[src/rtl/lc3_mem_arbiter.sv]
// SLC-3 memory arbiter: shares one memory between the CPU and the program loader,
// one access in flight, fixed wait states. Define MEM_ARB_LOADER_PRIO_EN for loader-priority ties.
module lc3_mem_arbiter #(
    parameter int unsigned ADDR_W      = 16,
    parameter int unsigned DATA_W      = 16,
    parameter int unsigned WAIT_STATES = 1
) (
    input  logic              Clk,
    input  logic              Reset,
    input  logic              c_req,
    input  logic              c_we,
    input  logic [ADDR_W-1:0] c_addr,
    input  logic [DATA_W-1:0] c_wdata,
    output logic [DATA_W-1:0] c_rdata,
    output logic              c_ack,
    input  logic              l_req,
    input  logic              l_we,
    input  logic [ADDR_W-1:0] l_addr,
    input  logic [DATA_W-1:0] l_wdata,
    output logic [DATA_W-1:0] l_rdata,
    output logic              l_ack,
    output logic              mem_ce,
    output logic              mem_we,
    output logic [ADDR_W-1:0] mem_addr,
    output logic [DATA_W-1:0] mem_wdata,
    input  logic [DATA_W-1:0] mem_rdata,
    output logic              busy,
    output logic              grant
);

    localparam int unsigned CNT_W = 4;

    typedef enum logic [1:0] {
        IDLE   = 2'd0,
        ACCESS = 2'd1,
        DONE   = 2'd2
    } state_t;

    state_t              state, state_n;
    logic [CNT_W-1:0]    cnt, cnt_n;
    logic                last_grant, last_grant_n;
    logic                cool, cool_n;
    logic                grant_n;
    logic                mem_ce_n, mem_we_n;
    logic [ADDR_W-1:0]   mem_addr_n;
    logic [DATA_W-1:0]   mem_wdata_n;
    logic [DATA_W-1:0]   c_rdata_n, l_rdata_n;
    logic                c_ack_n, l_ack_n, busy_n;
    logic                c_elig, l_elig, win;

    // The port served last is ineligible for the first IDLE cycle after DONE.
    assign c_elig = c_req && !(cool && (last_grant == 1'b0));
    assign l_elig = l_req && !(cool && (last_grant == 1'b1));

`ifdef MEM_ARB_LOADER_PRIO_EN
    assign win = l_elig;
`else
    assign win = (c_elig && l_elig) ? ~last_grant : l_elig;
`endif

    // State and registered outputs.
    always_ff @(posedge Clk or posedge Reset) begin
        if (Reset) begin
            state      <= IDLE;
            cnt        <= '0;
            last_grant <= 1'b1;
            cool       <= 1'b0;
            grant      <= 1'b0;
            mem_ce     <= 1'b0;
            mem_we     <= 1'b0;
            mem_addr   <= '0;
            mem_wdata  <= '0;
            c_rdata    <= '0;
            l_rdata    <= '0;
            c_ack      <= 1'b0;
            l_ack      <= 1'b0;
            busy       <= 1'b0;
        end else begin
            state      <= state_n;
            cnt        <= cnt_n;
            last_grant <= last_grant_n;
            cool       <= cool_n;
            grant      <= grant_n;
            mem_ce     <= mem_ce_n;
            mem_we     <= mem_we_n;
            mem_addr   <= mem_addr_n;
            mem_wdata  <= mem_wdata_n;
            c_rdata    <= c_rdata_n;
            l_rdata    <= l_rdata_n;
            c_ack      <= c_ack_n;
            l_ack      <= l_ack_n;
            busy       <= busy_n;
        end
    end

    // Next-state and next-output logic.
    always_comb begin
        state_n      = state;
        cnt_n        = cnt;
        last_grant_n = last_grant;
        cool_n       = cool;
        grant_n      = grant;
        mem_ce_n     = mem_ce;
        mem_we_n     = mem_we;
        mem_addr_n   = mem_addr;
        mem_wdata_n  = mem_wdata;
        c_rdata_n    = c_rdata;
        l_rdata_n    = l_rdata;
        c_ack_n      = 1'b0;
        l_ack_n      = 1'b0;
        busy_n       = busy;

        case (state)
            IDLE: begin
                cool_n = 1'b0;
                if (c_elig || l_elig) begin
                    grant_n     = win;
                    cnt_n       = CNT_W'(WAIT_STATES);
                    mem_ce_n    = 1'b1;
                    mem_we_n    = win ? l_we    : c_we;
                    mem_addr_n  = win ? l_addr  : c_addr;
                    mem_wdata_n = win ? l_wdata : c_wdata;
                    busy_n      = 1'b1;
                    state_n     = ACCESS;
                end
            end
            ACCESS: begin
                if (cnt != '0) begin
                    cnt_n = cnt - CNT_W'(1);
                end else begin
                    if (!mem_we) begin
                        if (grant) l_rdata_n = mem_rdata;
                        else       c_rdata_n = mem_rdata;
                    end
                    mem_ce_n = 1'b0;
                    mem_we_n = 1'b0;
                    c_ack_n  = ~grant;
                    l_ack_n  = grant;
                    state_n  = DONE;
                end
            end
            DONE: begin
                last_grant_n = grant;
                cool_n       = 1'b1;
                busy_n       = 1'b0;
                state_n      = IDLE;
            end
            default: begin
                state_n = IDLE;
            end
        endcase
    end

endmodule

[config.mk]
export PLATFORM = sky130hd
export DESIGN_NAME = lc3_mem_arbiter
export DESIGN_NICKNAME = d
export VERILOG_FILES = /design/src/rtl/lc3_mem_arbiter.sv
export SDC_FILE = /design/constraint.sdc
export NUM_CORES = 1
export LEC_CHECK = 0
export CORE_UTILIZATION = 30
export DETAILED_ROUTE_END_ITERATION = 12
export GPL_ROUTABILITY_DRIVEN = 0
export PLACE_DENSITY = 0.58
export SLEW_MARGIN = 20
export SYNTH_ARGS = -nofsm -noshare
export SYNTH_HDL_FRONTEND = slang
export SYNTH_SLANG_ARGS = --single-unit
[constraint.sdc]
create_clock -name Clk -period 6.25 [get_ports Clk]
set_input_delay 1.875 -clock Clk [delete_from_list [all_inputs] [get_ports Clk]]
set_output_delay 1.875 -clock Clk [all_outputs]
set_load 0.05 [all_outputs]
==> metrics.yaml <==
run_status:
  status: "completed"
finish:
  drive_gt1_share_pct: 21.8
  fillers: 1154
  layout_commonest_cell: "clkdlybuf4s50_1"
  seq_area_mm2: 0.00195
  final_cell_mix: "155 x clkdlybuf4s50_1, 77 x dfrtp_1, 43 x mux2_4"
  syn_to_final_growth_pct: 50.9
  multi_input_area_mm2: 0.00178
  nets: 520
  num_antenna_cells: 0
detailed_routing:
  antenna_left: 0
  routed_wl_mm: 9.70
  drt_iter0_markers: 109
  drcViolationCount: 0
  vias: 2820
  vias_per_cell: 4.65
  wire_per_inst_um: 16.0
  first_pass_iters: 4
synth:
  ys_types: 36
  synth_flop_cell: "dfrtp_1"
  synth_compound_area_share_pct: 11.4
  synthMuxAreaShare_pct: 23.5
  syn_area_mm2: 0.00389
  ys_async_sr_fraction_pct: 100
  synth_xor_xnor_area_share_pct: 0
  synth_cells: 284
  ys_seq_area_share_pct: 50.2
  synth-simple-area-share_pct: 10.1
  synth-seq-cells: 78
  synth_area_per_cell_um2: 13.7
  yosysWarnings: 0
  synth_top_family_by_area: "multiplexers"
  synth_edf_count: 0
  synthAdderAreaFrac_pct: 0.643
  synth_nets: 372
setup_path:
  cp_max_fo: 38
  startpoint_type: "primary input"
  crit_required_ns: 6.46
  crit_type: "primary input to flop"
  arrival_ns: 4.47
  critical_path.slowest_cell: "o2111a_2"
  crit_path_end_kind: "flop"
  crit_chain: "clkdlybuf4s50_1 > buf_4 > a21boi_0 > o2111a_2 > buf_4 > mux2_4"
  path_common_cell: "buf_4"
  cpPeakStageDelay_ns: 0.80
clock_network:
  clockBufferDepth: 2
  post_cts_buffers: 0
  cts_hold_buf: 0
  numCtsBuffers: 9
  h-tree-depth: 3
  path_clk_slew_ns: 0.06
  ctsResizeCount: 0
  cts_tree: "built"
  clock-sinks: 78
  clockRootBuffer: "clkbuf_16"
  insertion_delay_ns: 0.33
timing:
  whs_ns: 0.498
  slew_viol_final: 0
  min_period_ns: 4.26
  rsz0062_at_grt: "no"
  slew_headroom_pct: 44.4
  fin_tns_setup_ns: 0
  worstMarginPinSlew_ns: 0.834
  final_hold_viol_count: 0
  setup_viol: 0
  fmax_mhz: 235
  fin_crit_sh_pct: 68.2
  fin_skew_ns: 0.00483
power_and_ir_drop:
  leakage_nw: 2.48
  p_per_area_mw_per_mm2: 616
  power_frac_seq_pct: 25.3
  p_sw_w: 0.00160
  combPwrFrac_pct: 59.5
  power_frac_clock_pct: 15.2
  power_w: 0.00362
  intPower_w: 0.00202
  switching_share_pct: 44.3
  ir_drop_mv: 0.260
global_routing:
  antenna_found_initial: 0
  first_global_vias: 2899
  grt_pass1_wl_mm: 15.3
  gr-total-overflow: 0
  grt_max_degree: 43
  grt_usage_pct: 14.9
floorplan:
  die_w_um: 116
  die_h_um: 116
  ios: 156
  core_area_mm2: 0.0126
  dieArea_mm2: 0.0134
  row_count: 41
  initial_core_util_pct: 30.8
hold_path:
  worstHoldPathType: "flop to flop"
job:
  max_cap_viol_count: 0
placed_design:
  post-dp-hpwl_mm: 6.79
  port_buffers: 155
Yosys cell counts, drive strengths merged (2+ instances only):
master  count  share of area [%]
nor3        2               0.26
mux2       66                 23
nand4b      2               0.84
nand3       2               0.58
dfrtp      77                 50
o21ai       5               0.64
nand2b      4               0.64
and2       33                5.3
ha          2               0.64
clkbuf     12                1.2
or3b        2               0.45
a21oi       2               0.26
buf        10                2.2
nor2b       2               0.32
a21boi      2               0.39
inv         8               0.77
a32o       33                8.5
nand2       5               0.48
nor2        4               0.39
area by class of cell:
class / instances / share of cell area, %
clock buffers: 10 / 4.07
clock inverters: 4 / 1.24
inverters: 8 / 0.532
multi-input cells: 176 / 30.3
flip-flops and latches: 78 / 33.2
well taps: 172 / 3.66
repair buffers: 159 / 26.9
flip-flops by register name, indices dropped and copies added (netlist names):
name and flops:
l_ack 1, grant 1, mem_ce 1, mem_addr 16, busy 1, mem_we 1, last_grant 1, c_ack 1
state 2, l_rdata 16, c_rdata 16, cnt 4, cool 1, mem_wdata 16
metrics by stage:
stage | util [%] | instances | instance area (um^2) | worst slack [ns]
floorplan | - | 284 | 3890 | 2.38
global placement | 44.1 | 593 | 5560 | 1.74
detailed placement | 44.1 | 593 | 5560 | 1.64
CTS | 46.5 | 607 | 5870 | 2.00
global route | 46.5 | 607 | 5870 | 1.85
finish | 46.5 | 607 | 5870 | 1.99
power groups by stage:
stage / Combinational [W] / Sequential (W) / Clock [W]
6_report: 0.00215 / 0.000916 / 0.000549
5_1_grt: 0.00226 / 0.000948 / 0.000592
4_1_cts: 0.00217 / 0.000917 / 0.000570
3_5_place_dp: 0.00216 / 0.000922 / 0
3_3_place_gp: 0.00214 / 0.000919 / 0
2_1_floorplan: 0.000743 / 0.00170 / 0
worst max-delay path: cells and delay by family:
family,cells,cell delay [ns]
buffers and inverters,3,1.14
AOI/OAI and AO/OA,2,1.10
muxes,1,0.33
cells by family (layout without fill, tap and decap cells):
family / Yosys count / in the layout
adder cells (fa/ha/maj): 2 / 2
multiplexers: 67 / 67
AND/OR/NAND/NOR: 58 / 58
AO/OA/AOI/OAI: 49 / 49
flip-flops: 78 / 78
buffers and inverters: 30 / 181
path summary, 6_finish.rpt:
check | from | depth (start not counted) | slack, ns | end
worst max-delay path | l_req | 6 | 1.99 | mem_wdata[9]
worst min-delay path | mem_ce | 1 | 0.50 | mem_ce
worst max register to register | cool | 4 | 3.90 | mem_wdata[9]
worst min register to register | mem_ce | 1 | 0.50 | mem_ce
max in group asynchronous | Reset | 3 | 3.31 | last_grant
min in group asynchronous | Reset | 2 | 1.98 | c_rdata[9]
metal layers:
| layer | routed length, um | share of wire [%] | vias up | GRT usage [%] |
|---|---|---|---|---|
| met2 | 4740 | 49 | 95 | 24.3 |
| met5 | 0 | 0 | - | 0 |
| li1 | - | - | 1332 | - |
| met3 | 565 | 5.8 | 7 | 3.24 |
| met4 | 88 | 0.91 | 0 | 5.38 |
| met1 | 4310 | 44 | 1386 | 19.3 |
Power figures use the tool's default switching activity.
==> variant 1 (same flow settings) <==
Re-encode `state_t` (3 states) as one-hot, 3 bits wide.
--- a/src/rtl/lc3_mem_arbiter.sv
+++ b/src/rtl/lc3_mem_arbiter.sv
@@ -32,6 +32,6 @@
 
-    typedef enum logic [1:0] {
-        IDLE   = 2'd0,
-        ACCESS = 2'd1,
-        DONE   = 2'd2
+    typedef enum logic [2:0] {
+        IDLE   = 3'b001,
+        ACCESS = 3'b010,
+        DONE   = 3'b100
     } state_t;
Formal check against the unedited RTL: same outputs for any inputs over 10 cycles, from zero or initial values and one cycle with Reset high; not proved beyond that.
==> variant 1 against the unedited design <==
Count of clock-buffer cells in the layout is 1 higher; routed wire length is 16% lower; sequential share of layout area is 2.7 points higher; cell area is 6.2% lower; setup slack better by 0.53 ns; sequential cell count is 1 higher; worst hold slack worse by 0.019 ns; total power is 13% lower; global-route usage is 0.79 points lower; synthesized area is 9.9% lower; first-iteration DRC count is 56% lower; sequential power is 4.0% lower; critical path depth stayed put; critical endpoint is now mem_wdata[8].
==> variant 1: results (changes against the unedited design) <==
Tot GR Track Use: 14.1% (was 14.9%)
Slowest cell on crit path: clkdlybuf4s50_1 (was o2111a_2)
DP Wirelength: 5990 µm (was 6790 µm)
Post-synthesis compound-gate area fraction: 1.71% (was 11.4%)
Crit path capture: mem_wdata[8] (was mem_wdata[9])
CP arrival: 3.94 ns (was 4.47 ns)
Post-placement setup slack: 1.87 ns (was 1.64 ns)
Number of global-route vias before repair: 2,579 (was 2,899)
Final wirelength: 8190 µm (was 9700 µm)
Sequential share of the synthesized area: 56.4% (was 50.2%)
Clock Power Share: 16.5% (was 15.2%)
Synth cell types: 32 (was 36)
CP top delay family: simple AND/OR/NAND/NOR gates (was buffers and inverters)
CP Max Fanout: 26 (was 38)
Final Skew: 0.00587 ns (was 0.00483 ns)
Mux share of post-synthesis cell area: 33.1% (was 23.5%)
Clock group: 520 µW (was 549 µW)
Net count, final: 484 (was 520)
Comb power frac: 55.7% (was 59.5%)
Via count: 2,450 (was 2,820)
IR drop worst, VDD: 0.000266 V (was 0.000260 V)
Status: finished clean (unchanged)
Pleak: 0.00231 µW (was 0.00248 µW)
Synth area leaders: dfrtp_1 (55%), mux2_2 (28%), mux2_4 (4.3%) (was dfrtp_1 (50%), mux2_4 (17%), a32o_1 (8.5%))
Synth cell count leaders: mux2_2 (86), dfrtp_1 (77), mux2_4 (10), nor2_1 (8) (was dfrtp_1 (77), mux2_4 (43), a32o_1 (33), and2_1 (33), mux2_2 (23))
Slew margin rel.: 36.7% (was 44.4%)
Net Count, Synth: 323 (was 372)
Share of cells above drive strength 1: 30.7% (was 21.8%)
Reg-to-reg endpoint: l_rdata[13] (was mem_wdata[9])
-- variant 1: cell count changes in the layout (fill, tap and decap cells not counted), sizes merged, moves of 2 or more --
cell | unedited run | this run
clkinvlp | 1 | 3
nand2b | 4 | 2
a21boi | 2 | 0
a32o | 33 | 0
xor2 | 0 | 2
or3 | 0 | 2
inv | 7 | 4
nand4b | 2 | 0
nor2 | 4 | 9
mux2i | 1 | 3
mux2 | 66 | 97
and2 | 33 | 0
-- variant 1: cells by family (layout without fill, tap and decap cells) --
group           Yosys count  count (layout)
compound gates           10              10
xor+xnor                  2               2
fa+ha+maj                 2               2
buf+inv                  14             180
flops                    79              79
mux                     100             100
simple gates             28              28
-- variant 1: final cells by class --
class / count / area [µm²]
Sequential cell: 79 / 1980
Fill cell: 1021 / 5910
Tap cell: 143 / 179
Clock inverter: 5 / 57.6
Multi-Input combinational cell: 142 / 1440
Timing Repair Buffer: 159 / 1590
Clock buffer: 11 / 243
Inverter: 5 / 20.0
-- variant 1: worst min path at each step --
stage / slack (ns) / cells after the start / end
3_5_place_dp: 0.47 / 1 / mem_ce
2_1_floorplan: 0.46 / 2 / last_grant
6_report: 0.48 / 1 / mem_ce
5_1_grt: 0.50 / 1 / mem_ce
4_1_cts: 0.48 / 1 / mem_ce
3_3_place_gp: 0.47 / 1 / mem_ce
-- variant 1: metal layers --
metal / global-route usage (%) / up-vias / routed length, µm
li1: - / 1156 / -
met1: 16.5 / 1191 / 3240
met2: 23.1 / 97 / 3960
met3: 6.35 / 6 / 927
met4: 4.23 / 0 / 68
met5: 0 / - / 0
-- variant 1: stage by stage --
stage          std cells  cell area [µm²]
2_1_floorplan        235             3510
3_3_place_gp         527             5190
3_5_place_dp         527             5190
4_1_cts              543             5490
5_1_grt              544             5510
6_report             544             5510
==> variant 2 (same settings) <==
Made on the original files. Change the parameter `DATA_W` from 16 to 20.
--- a/src/rtl/lc3_mem_arbiter.sv
+++ b/src/rtl/lc3_mem_arbiter.sv
@@ -4,3 +4,3 @@
     parameter int unsigned ADDR_W      = 16,
-    parameter int unsigned DATA_W      = 16,
+    parameter int unsigned DATA_W      = 20,
     parameter int unsigned WAIT_STATES = 1
Ports: changed (6 resized); port bits go from 156 to 180. The function was not compared with the original's and may differ.
==> variant 2 against the unedited design <==
Clock skew up 0.0017 ns; via count rose by 12%; final cell count rose by 10%; total power is 7.5% higher; setup slack improved by 0.34 ns; sequential share of layout area increased by 1.5 points; synthesized area grew 8.9%; fmax is 8.8% higher; cell area grew 10%; routed wire length increased by 14%; sequential cell count up 12.
==> variant 2: results (changes against the unedited design) <==
Fin. max-slew vios: 0 (unchanged)
Post-synthesis compound-gate area fraction: 11.1% (was 11.4%)
Non-clock buffers: 184 (was 159)
CTS Buffer Depth: 2 (unchanged)
Inverters excl. clock: 6 (was 8)
Post-synthesis xor/xnor area fraction: 0% (unchanged)
Sequential share of the synthesized area: 53.2% (was 50.2%)
Seq area share: 34.8% (was 33.2%)
Final Skew: 0.00657 ns (was 0.00483 ns)
CP Max Fanout: 42 (was 38)
Buffering overhead: 28.2% (was 26.9%)
Placed Cells: 653 (was 593)
Synth cell count leaders: dfrtp_1 (89), mux2_2 (56), and2_1 (37), a32o_1 (36), mux2_4 (20) (was dfrtp_1 (77), mux2_4 (43), a32o_1 (33), and2_1 (33), mux2_2 (23))
Mapped Cells: 314 (was 284)
Global-route wire length before repair: 17,200 µm (was 15,300 µm)
Multi-In Gates: 193 (was 176)
Final setup fails: 0 (unchanged)
Layout clock area frac: 4.77% (was 5.30%)
Mux share of post-synthesis cell area: 22.4% (was 23.5%)
Fillers: 1,236 (was 1,154)
Net Count, Synth: 414 (was 372)
R2R depth: 5 (was 4)
IR drop worst, VDD: 0.000299 V (was 0.000260 V)
DP Area: 0.00616 mm² (was 0.00556 mm²)
Synth area leaders: dfrtp_1 (53%), mux2_2 (15%), a32o_1 (8.5%) (was dfrtp_1 (50%), mux2_4 (17%), a32o_1 (8.5%))
DP Wirelength: 7510 µm (was 6790 µm)
CTS root buffer: clkbuf_16 (unchanged)
Antenna cell count: 0 (unchanged)
DRT iter0 DRCs: 72 (was 109)
Worst hold path cell count: 1 (unchanged)
Synth Flop Type: dfrtp_1 (unchanged)
YS warnings: 0 (unchanged)
Clock Power Share: 14.7% (was 15.2%)
Multi-input logic area: 0.00184 mm² (was 0.00178 mm²)
Net count, final: 584 (was 520)
Worst slew pin tran: 0.808 ns (was 0.834 ns)
Vias per inst: 4.73 (was 4.65)
# clock sinks: 90 (was 78)
Reg clk slew, reported paths: 0.06 ns (about the same)
Power per cell area: 600 mW/mm² (was 616 mW/mm²)
Largest net degree at the start of global routing: 47 (was 43)
Top Registers: c_rdata: 20 flops, l_rdata: 20 flops, mem_wdata: 20 flops
Post-Synth Adder-Cell Area: 0.590% (was 0.643%)
Share of cells above drive strength 1: 21.1% (was 21.8%)
HP Class: register to register (unchanged)
Status: finished clean (unchanged)
Tot GR Track Use: 15.3% (was 14.9%)
Layout Cells excl Fill: 668 (was 607)
Setup Fix Bufs, Post-CTS: 0 (unchanged)
Pleak: 0.00269 µW (was 0.00248 µW)
Cell Area, Synth: 0.00424 mm² (was 0.00389 mm²)
Synth cell types: 33 (was 36)
Final wirelength: 11,000 µm (was 9700 µm)
Area growth from synthesis to layout: 52.9% (was 50.9%)
Buffers on Ports: 179 (was 155)
Number of global-route vias before repair: 3,369 (was 2,899)
Int Power: 2130 µW (was 2020 µW)
Power Sequential: 1040 µW (was 916 µW)
Post-placement setup slack: 1.78 ns (was 1.64 ns)
-- variant 2: changes by cell type in the layout (fill, tap and decap cells not counted), sizes merged, moves of 2 or more --
cell,change
a21o,+2
a32o,+3
o21ai,+2
nor3,-2
or4,+3
nand4b,-2
and2,+4
clkdlybuf4s50,+24
dfrtp,+12
mux2,+10
-- variant 2: final timing paths --
check / start / endpoint / slack, ns
setup / recovery: l_req / mem_addr[11] / 2.33
hold / removal: busy / busy / 0.48
setup reg to reg: cnt[0] / l_rdata[19] / 3.97
hold reg to reg: busy / busy / 0.48
max in group asynchronous: Reset / mem_addr[11] / 3.27
min in group asynchronous: Reset / c_rdata[18] / 1.94
-- variant 2: routing by layer --
layer,wire (µm),GRT usage (%),up-vias
li1,-,-,1494
met1,4710,18.7,1511
met2,4850,23.6,143
met3,1280,6.58,14
met4,181,6.10,0
met5,0,0,-
-- variant 2: critical path, stage by stage --
cell and delay, ns:
clkdlybuf4s50_1 0.45, buf_4 0.32, or3b_2 0.82, a32o_1 0.39, mux2_2 0.26
